==> config.mk <==
export PLATFORM = sky130hd
export DESIGN_NAME = hamming_rx
export DESIGN_NICKNAME = d
export VERILOG_FILES = /design/src/rtl/hamming_rx.sv
export SDC_FILE = /design/constraint.sdc
export NUM_CORES = 1
export LEC_CHECK = 0
export ABC_AREA = 1
export CAP_MARGIN = 10
export CORE_AREA = 2 2 94 132
export CTS_CLUSTER_SIZE = 28
export DETAILED_ROUTE_END_ITERATION = 6
export DIE_AREA = 0 0 96 134
export PLACE_DENSITY = 0.85
export SYNTH_ARGS = -nofsm -noshare
export SYNTH_HDL_FRONTEND = slang
export SYNTH_SLANG_ARGS = --single-unit
==> constraint.sdc <==
create_clock -name clk -period 5.6 [get_ports clk]
set_clock_uncertainty 0.2 [all_clocks]
set_input_delay 1.68 -clock clk [delete_from_list [all_inputs] [get_ports clk]]
set_output_delay 1.68 -clock clk [all_outputs]
set_load 0.01 [all_outputs]
==> src/rtl/hamming_rx.sv <==
// Serial Hamming(7,4) frame receiver: collects BLOCKS 7-bit code blocks,
// corrects single-bit errors per block and presents the word with error flags.
module hamming_rx #(
   parameter int WIDTH = 32,
   localparam int BLOCKS = WIDTH / 4,
   localparam int FRAME_BITS = 7 * BLOCKS
) (
   input  logic                        clk,
   input  logic                        rst,
   input  logic                        in_valid,
   input  logic                        in_start,
   input  logic                        serial_in,
   output logic                        in_ready,
   output logic                        out_valid,
   input  logic                        out_ready,
   output logic [WIDTH-1:0]            parallel_out,
   output logic [BLOCKS-1:0]           err_mask,
   output logic [BLOCKS-1:0]           data_err_mask,
   output logic [$clog2(BLOCKS+1)-1:0] err_count,
   output logic                        abort
);

   localparam int CNT_W = $clog2(FRAME_BITS);
   localparam int ECNT_W = $clog2(BLOCKS + 1);
   localparam logic [CNT_W-1:0] LAST_BIT = CNT_W'(FRAME_BITS - 1);

   typedef enum logic [1:0] {IDLE, SHIFT, DECODE, OUT} state_t;

   state_t                  state_reg, state_next;
   logic [CNT_W-1:0]        cnt_reg, cnt_next;
   logic [FRAME_BITS-1:0]   buf_reg, buf_next;
   logic                    abort_reg, abort_next;
   logic                    load_out;
   logic [WIDTH-1:0]        data_reg;
   logic [BLOCKS-1:0]       err_reg, derr_reg;
   logic [ECNT_W-1:0]       ecnt_reg;

   logic [WIDTH-1:0]        dec_data;
   logic [BLOCKS-1:0]       dec_err, dec_derr;
   logic [ECNT_W-1:0]       dec_count;

   // Per-block decode; block bits in frame order are d0,d1,d2,d3,p1,p2,p3.
   for (genvar gi = 0; gi < BLOCKS; gi++) begin : g_block
      logic [6:0] cw;
      logic [2:0] syn;
      logic [3:0] flip;

      assign cw = buf_reg[7*gi +: 7];
      assign syn[0] = cw[4] ^ cw[3] ^ cw[2] ^ cw[0];
      assign syn[1] = cw[5] ^ cw[3] ^ cw[1] ^ cw[0];
      assign syn[2] = cw[6] ^ cw[2] ^ cw[1] ^ cw[0];

      always_comb begin
         flip = 4'b0000;
         case (syn)
            3'b111:  flip = 4'b0001;
            3'b110:  flip = 4'b0010;
            3'b101:  flip = 4'b0100;
            3'b011:  flip = 4'b1000;
            default: flip = 4'b0000;
         endcase
      end

      assign dec_data[4*gi +: 4] = cw[3:0] ^ flip;
      assign dec_err[gi]         = |syn;
      assign dec_derr[gi]        = |flip;
   end

   always_comb begin
      dec_count = '0;
      for (int i = 0; i < BLOCKS; i++) begin
         dec_count = dec_count + ECNT_W'(dec_err[i]);
      end
   end

   always_comb begin
      state_next = state_reg;
      cnt_next   = cnt_reg;
      buf_next   = buf_reg;
      abort_next = 1'b0;
      load_out   = 1'b0;
      in_ready   = 1'b0;
      out_valid  = 1'b0;
      case (state_reg)
         IDLE: begin
            in_ready = 1'b1;
            if (in_valid && in_start) begin
               buf_next    = '0;
               buf_next[0] = serial_in;
               cnt_next    = CNT_W'(1);
               state_next  = SHIFT;
            end
         end
         SHIFT: begin
            in_ready = 1'b1;
            if (in_valid) begin
               if (in_start) begin
                  // Restart wins over the partial frame, even on its last bit.
                  buf_next    = '0;
                  buf_next[0] = serial_in;
                  cnt_next    = CNT_W'(1);
                  abort_next  = 1'b1;
               end else begin
                  buf_next[cnt_reg] = serial_in;
                  if (cnt_reg == LAST_BIT) begin
                     cnt_next   = '0;
                     state_next = DECODE;
                  end else begin
                     cnt_next = cnt_reg + CNT_W'(1);
                  end
               end
            end
         end
         DECODE: begin
            load_out   = 1'b1;
            state_next = OUT;
         end
         OUT: begin
            out_valid = 1'b1;
            if (out_ready) state_next = IDLE;
         end
         default: state_next = IDLE;
      endcase
   end

   always_ff @(posedge clk) begin
      if (!rst) begin
         state_reg <= IDLE;
         cnt_reg   <= '0;
         buf_reg   <= '0;
         abort_reg <= 1'b0;
         data_reg  <= '0;
         err_reg   <= '0;
         derr_reg  <= '0;
         ecnt_reg  <= '0;
      end else begin
         state_reg <= state_next;
         cnt_reg   <= cnt_next;
         buf_reg   <= buf_next;
         abort_reg <= abort_next;
         if (load_out) begin
            data_reg <= dec_data;
            err_reg  <= dec_err;
            derr_reg <= dec_derr;
            ecnt_reg <= dec_count;
         end
      end
   end

   assign parallel_out  = data_reg;
   assign err_mask      = err_reg;
   assign data_err_mask = derr_reg;
   assign err_count     = ecnt_reg;
   assign abort         = abort_reg;

endmodule

==> out/results.md <==
| Item | Value | Unit |
|---|---|---|
| Most frequent CP cell | sky130_fd_sc_hd__inv_1 | - |
| Peak Freq | 0.2397 | GHz |
| Row cnt | 47 | - |
| IR drop worst, VDD | 0.0002418 | V |
| Clock latency on the worst-skew pair | 420 | ps |
| Setup repair after global routing missed its margin | no | - |
| Routed vias/inst | 5.341 | - |
| Mux contribution to synthesized area | 0 | - |
| Worst hold start | err_count[3] | - |
| Area inside the core boundary | 0.01170 | mm² |
| CP peak stage delay | 570 | ps |
| Final count of hold timing violations | 0 | - |
| Share of synthesized flip-flops with an asynchronous set or reset | 0 | - |
| Min Hold Slack | 286.8 | ps |
| Area of the die | 0.01286 | mm² |
| Total Negative Setup Slacks | 0 | ps |
| Area growth from synthesis to final layout | 16.44 | % |
| Via count | 7461 | - |
| Number of iterations in the first detailed-routing pass | 5 | - |
| Terminus of the critical flop-to-flop path | err_count[2] | - |
| Number of flip-flops and latches in the synthesized netlist | 117 | - |
| Final period demand of the worst path | 4172 | ps |
| Number of antenna violations at the first check in global routing | 0 | - |
| Worst flop-to-flop path startpoint | buf_reg[0] | - |
| Worst Setup End Kind | flop | - |
| Worst-Margin Slew | 870.8 | ps |
| Post-Place Cell Area | 0.007828 | mm² |
| Net count, final | 1255 | - |
| Number of clock buffers inserted by TritonCTS | 17 | - |
| Total of max-cap violations | 0 | - |
| Initial DRC count | 479 | - |
| Horizontal die dimension | 96 | µm |
| Commonest register cell after synthesis | sky130_fd_sc_hd__dfxtp_1 | - |
| Final Setup Violations | 0 | - |
| I/O pin count | 61 | - |
| Result of the run | completed | - |
| Number of routed nets with antenna violations | 0 | - |
| Slowest library cell on the worst path | sky130_fd_sc_hd__fa_1 | - |
| Flip-flop count of the largest register, all copies and words added | 56 | - |
| Worst path cell trace | inv_1 > nand2_1 > nand2_1 > nand2_1 > nand2_1 > inv_1 > nand3_1 > fa_1 > fa_1 > inv_1 > fa_1 > inv_1 > ha_1 > inv_1 > fa_1 > xnor2_1 > o21ai_0 > inv_1 | - |
| Compound-Gate Fraction of Synth Area | 0.1314 | - |
| Area share of and/or/nand/nor cells after synthesis | 0.3783 | - |
| Number of flops mapped to enable cells by yosys | 0 | - |
| Global-route usage over all layers | 0.2897 | - |
| Path class of the lowest-slack min-delay path | flop to flop | - |
| Final Worst Setup Slack | 1428 | ps |
| Reg clk slew, reported paths | 50 | ps |
| Total power density per cell area | 377.8 | mW/mm² |
| Post-Synth XOR/XNOR Area | 0.03387 | - |
| Largest net degree at the start of global routing | 69 | - |
| Dominant combinational cell family by area after synthesis | simple AND/OR/NAND/NOR gates | - |
| Half-perimeter wire length after detailed placement | 11.51 | mm |
| Period utilization | 0.7450 | - |
| Quantity of hold-fixing buffers added after cts | 0 | - |
| Wirelength per Cell | 12.84 | µm |
| Detailed-route DRC error count | 0 | - |
| Cell area after synthesis | 0.007239 | mm² |
| TritonCTS clock tree | built | - |
| Setup Crit Path Kind | flop to flop | - |
| Synth Net Count | 1219 | - |
| Synth Area in Adders | 0.02489 | - |
| Count of cells along the worst register-to-register path | 18 | - |
| H-tree levels | 4 | - |
| Register-to-Register Setup Slack | 1430 | ps |
| Internal Pwr Total | 2.139 | mW |
| Total inserted antenna cells | 0 | - |
| Minimum setup slack after placement | 1450 | ps |
| Synthesized instance count | 1201 | - |
| Vias in the first global route | 6821 | - |
| Hold path endpoint | err_count[3] | - |
| Total of warnings raised by yosys | 0 | - |
| Number of port buffers | 60 | - |
| Final Max Tran Viols | 0 | - |
| Portion of the post-synthesis area used by sequential elements | 0.3235 | - |
| Root buffer cell | sky130_fd_sc_hd__clkbuf_16 | - |
| Chip height | 134 | µm |
| Non-Filler Cell Area, Final | 0.008429 | mm² |
| Largest fanout on the critical path | 9 | - |
| Avg Cell Area, Syn | 6.028 | µm² |
| Post-CTS setup-driven buffer insertion count | 0 | - |
| Final RePlAce weighted congestion | 0.8768 | - |
| Kind of launch point of the worst setup path | flop | - |
| Count of unique library cells instantiated by Yosys | 35 | - |
| Fraction of power spent switching nets | 0.3283 | - |
| Wire length of the first global-routing pass | 29.94 | mm |
| Endpoint arrival time on the critical path | 4280 | ps |
| Net switching power of the design | 1.046 | mW |
| Clock sink count | 117 | - |
| Clock tree buffer depth | 2 | - |
| Data required time at the worst endpoint | 5710 | ps |
| Clock network fraction of total power | 0.350 | - |
| Power share of the sequential group | 0.334 | - |
| Pleak | 3.488 | nW |
| Worst-case headroom to the max-slew limit | 0.4186 | - |
| Worst hold path cell count | 2 | - |
| Share of total power in combinational logic | 0.316 | - |
| Sum of routed wire length over all layers | 17.94 | mm |
| Initial cell density of the core | 0.6186 | - |
| Global-route congestion overflow total | 0 | - |
| Number of gates given a new drive strength after cts | 0 | - |
| Most common library cell in the layout ignoring fill and taps | sky130_fd_sc_hd__nand2_1 | - |
| Commonest cells after routing, fill and taps aside | sky130_fd_sc_hd__nand2_1, sky130_fd_sc_hd__nor2_1, sky130_fd_sc_hd__inv_1 | - |
| Fraction of layout cells with a size suffix above 1 | 0.03920 | - |
[per-layer routing]
layer  track usage  vias up  routed length (µm)  share of wire
met5             0        -                   0              0
met4        0.1421        0                 611          0.034
met3       0.04831       51                 964          0.054
met2        0.5104      241                9028           0.50
met1        0.3299     3301                7333           0.41
li1              -     3868                   -              -
[power groups by stage]
stage,Sequential (mW),Combinational (mW),Clock (mW)
after floorplan,1.13,0.548,0
after global placement,1.07,0.982,0
after detailed placement,1.08,0.999,0
after CTS,1.06,1.01,1.12
after global routing,1.08,1.13,1.15
final,1.06,1.00,1.12
[stage by stage]
| step | utilization | power [mW] | cells |
|---|---|---|---|
| final | 0.7203 | 3.184 | 1397 |
| after global placement | 0.6689 | 2.057 | 1365 |
| after CTS | 0.7203 | 3.197 | 1397 |
| after global routing | 0.7203 | 3.359 | 1397 |
| after detailed placement | 0.6689 | 2.080 | 1365 |
| after floorplan | - | 1.677 | 1201 |
[cells in the mapped netlist, types with 8 or more instances]
cell type	count	area share
sky130_fd_sc_hd__a21oi_1	81	0.056
sky130_fd_sc_hd__buf_2	14	0.0097
sky130_fd_sc_hd__clkbuf_1	19	0.0099
sky130_fd_sc_hd__dfxtp_1	117	0.32
sky130_fd_sc_hd__ha_1	8	0.014
sky130_fd_sc_hd__inv_1	140	0.073
sky130_fd_sc_hd__nand2_1	398	0.21
sky130_fd_sc_hd__nand3_1	75	0.052
sky130_fd_sc_hd__nand4_1	28	0.024
sky130_fd_sc_hd__nor2_1	148	0.077
sky130_fd_sc_hd__o21ai_0	86	0.059
sky130_fd_sc_hd__o21ai_1	13	0.0090
sky130_fd_sc_hd__xnor2_1	19	0.023
sky130_fd_sc_hd__xor2_1	9	0.011
[worst max path at each step]
| stage | endpoint | slack (ps) | startpoint | cells past startpoint |
|---|---|---|---|---|
| 5_1_grt | err_count[2] | 1210 | buf_reg[0] | 18 |
| 3_3_place_gp | buf_reg[54] | 1560 | in_start | 8 |
| 4_1_cts | err_count[2] | 1420 | buf_reg[0] | 18 |
| 6_report | err_count[2] | 1430 | buf_reg[0] | 18 |
| 3_5_place_dp | err_count[2] | 1450 | buf_reg[0] | 18 |
| 2_1_floorplan | err_count[2] | 1890 | buf_reg[3] | 17 |
[worst max-delay path: cells and delay by family (launching register included)]
kind / cells / cell delay, ps
AO/OA/AOI/OAI: 1 / 140
XOR/XNOR: 1 / 130
adder cells (fa/ha/maj): 5 / 2080
buffers and inverters: 6 / 520
flip-flops: 1 / 400
AND/OR/NAND/NOR: 5 / 600
[kinds of logic after synthesis]
logic type	count (synthesis)
xor gates and xnor gates	28
AOI/OAI and AO/OA	186
adders and majority gates	12
and+or+nand+nor	667
DFF	117
buffers and inverters	191
[final cells by class]
cell class / count / area [µm²]
Timing Repair Buffer: 64 / 643.1
Sequential cell: 117 / 2342
Tap cell: 147 / 183.9
Inverter: 144 / 540.5
Clock buffer: 22 / 474.2
Multi-Input combinational cell: 893 / 4118
Clock inverter: 10 / 127.6
Fill cell: 972 / 3273
No activity file was read; power rests on OpenSTA's default activity.
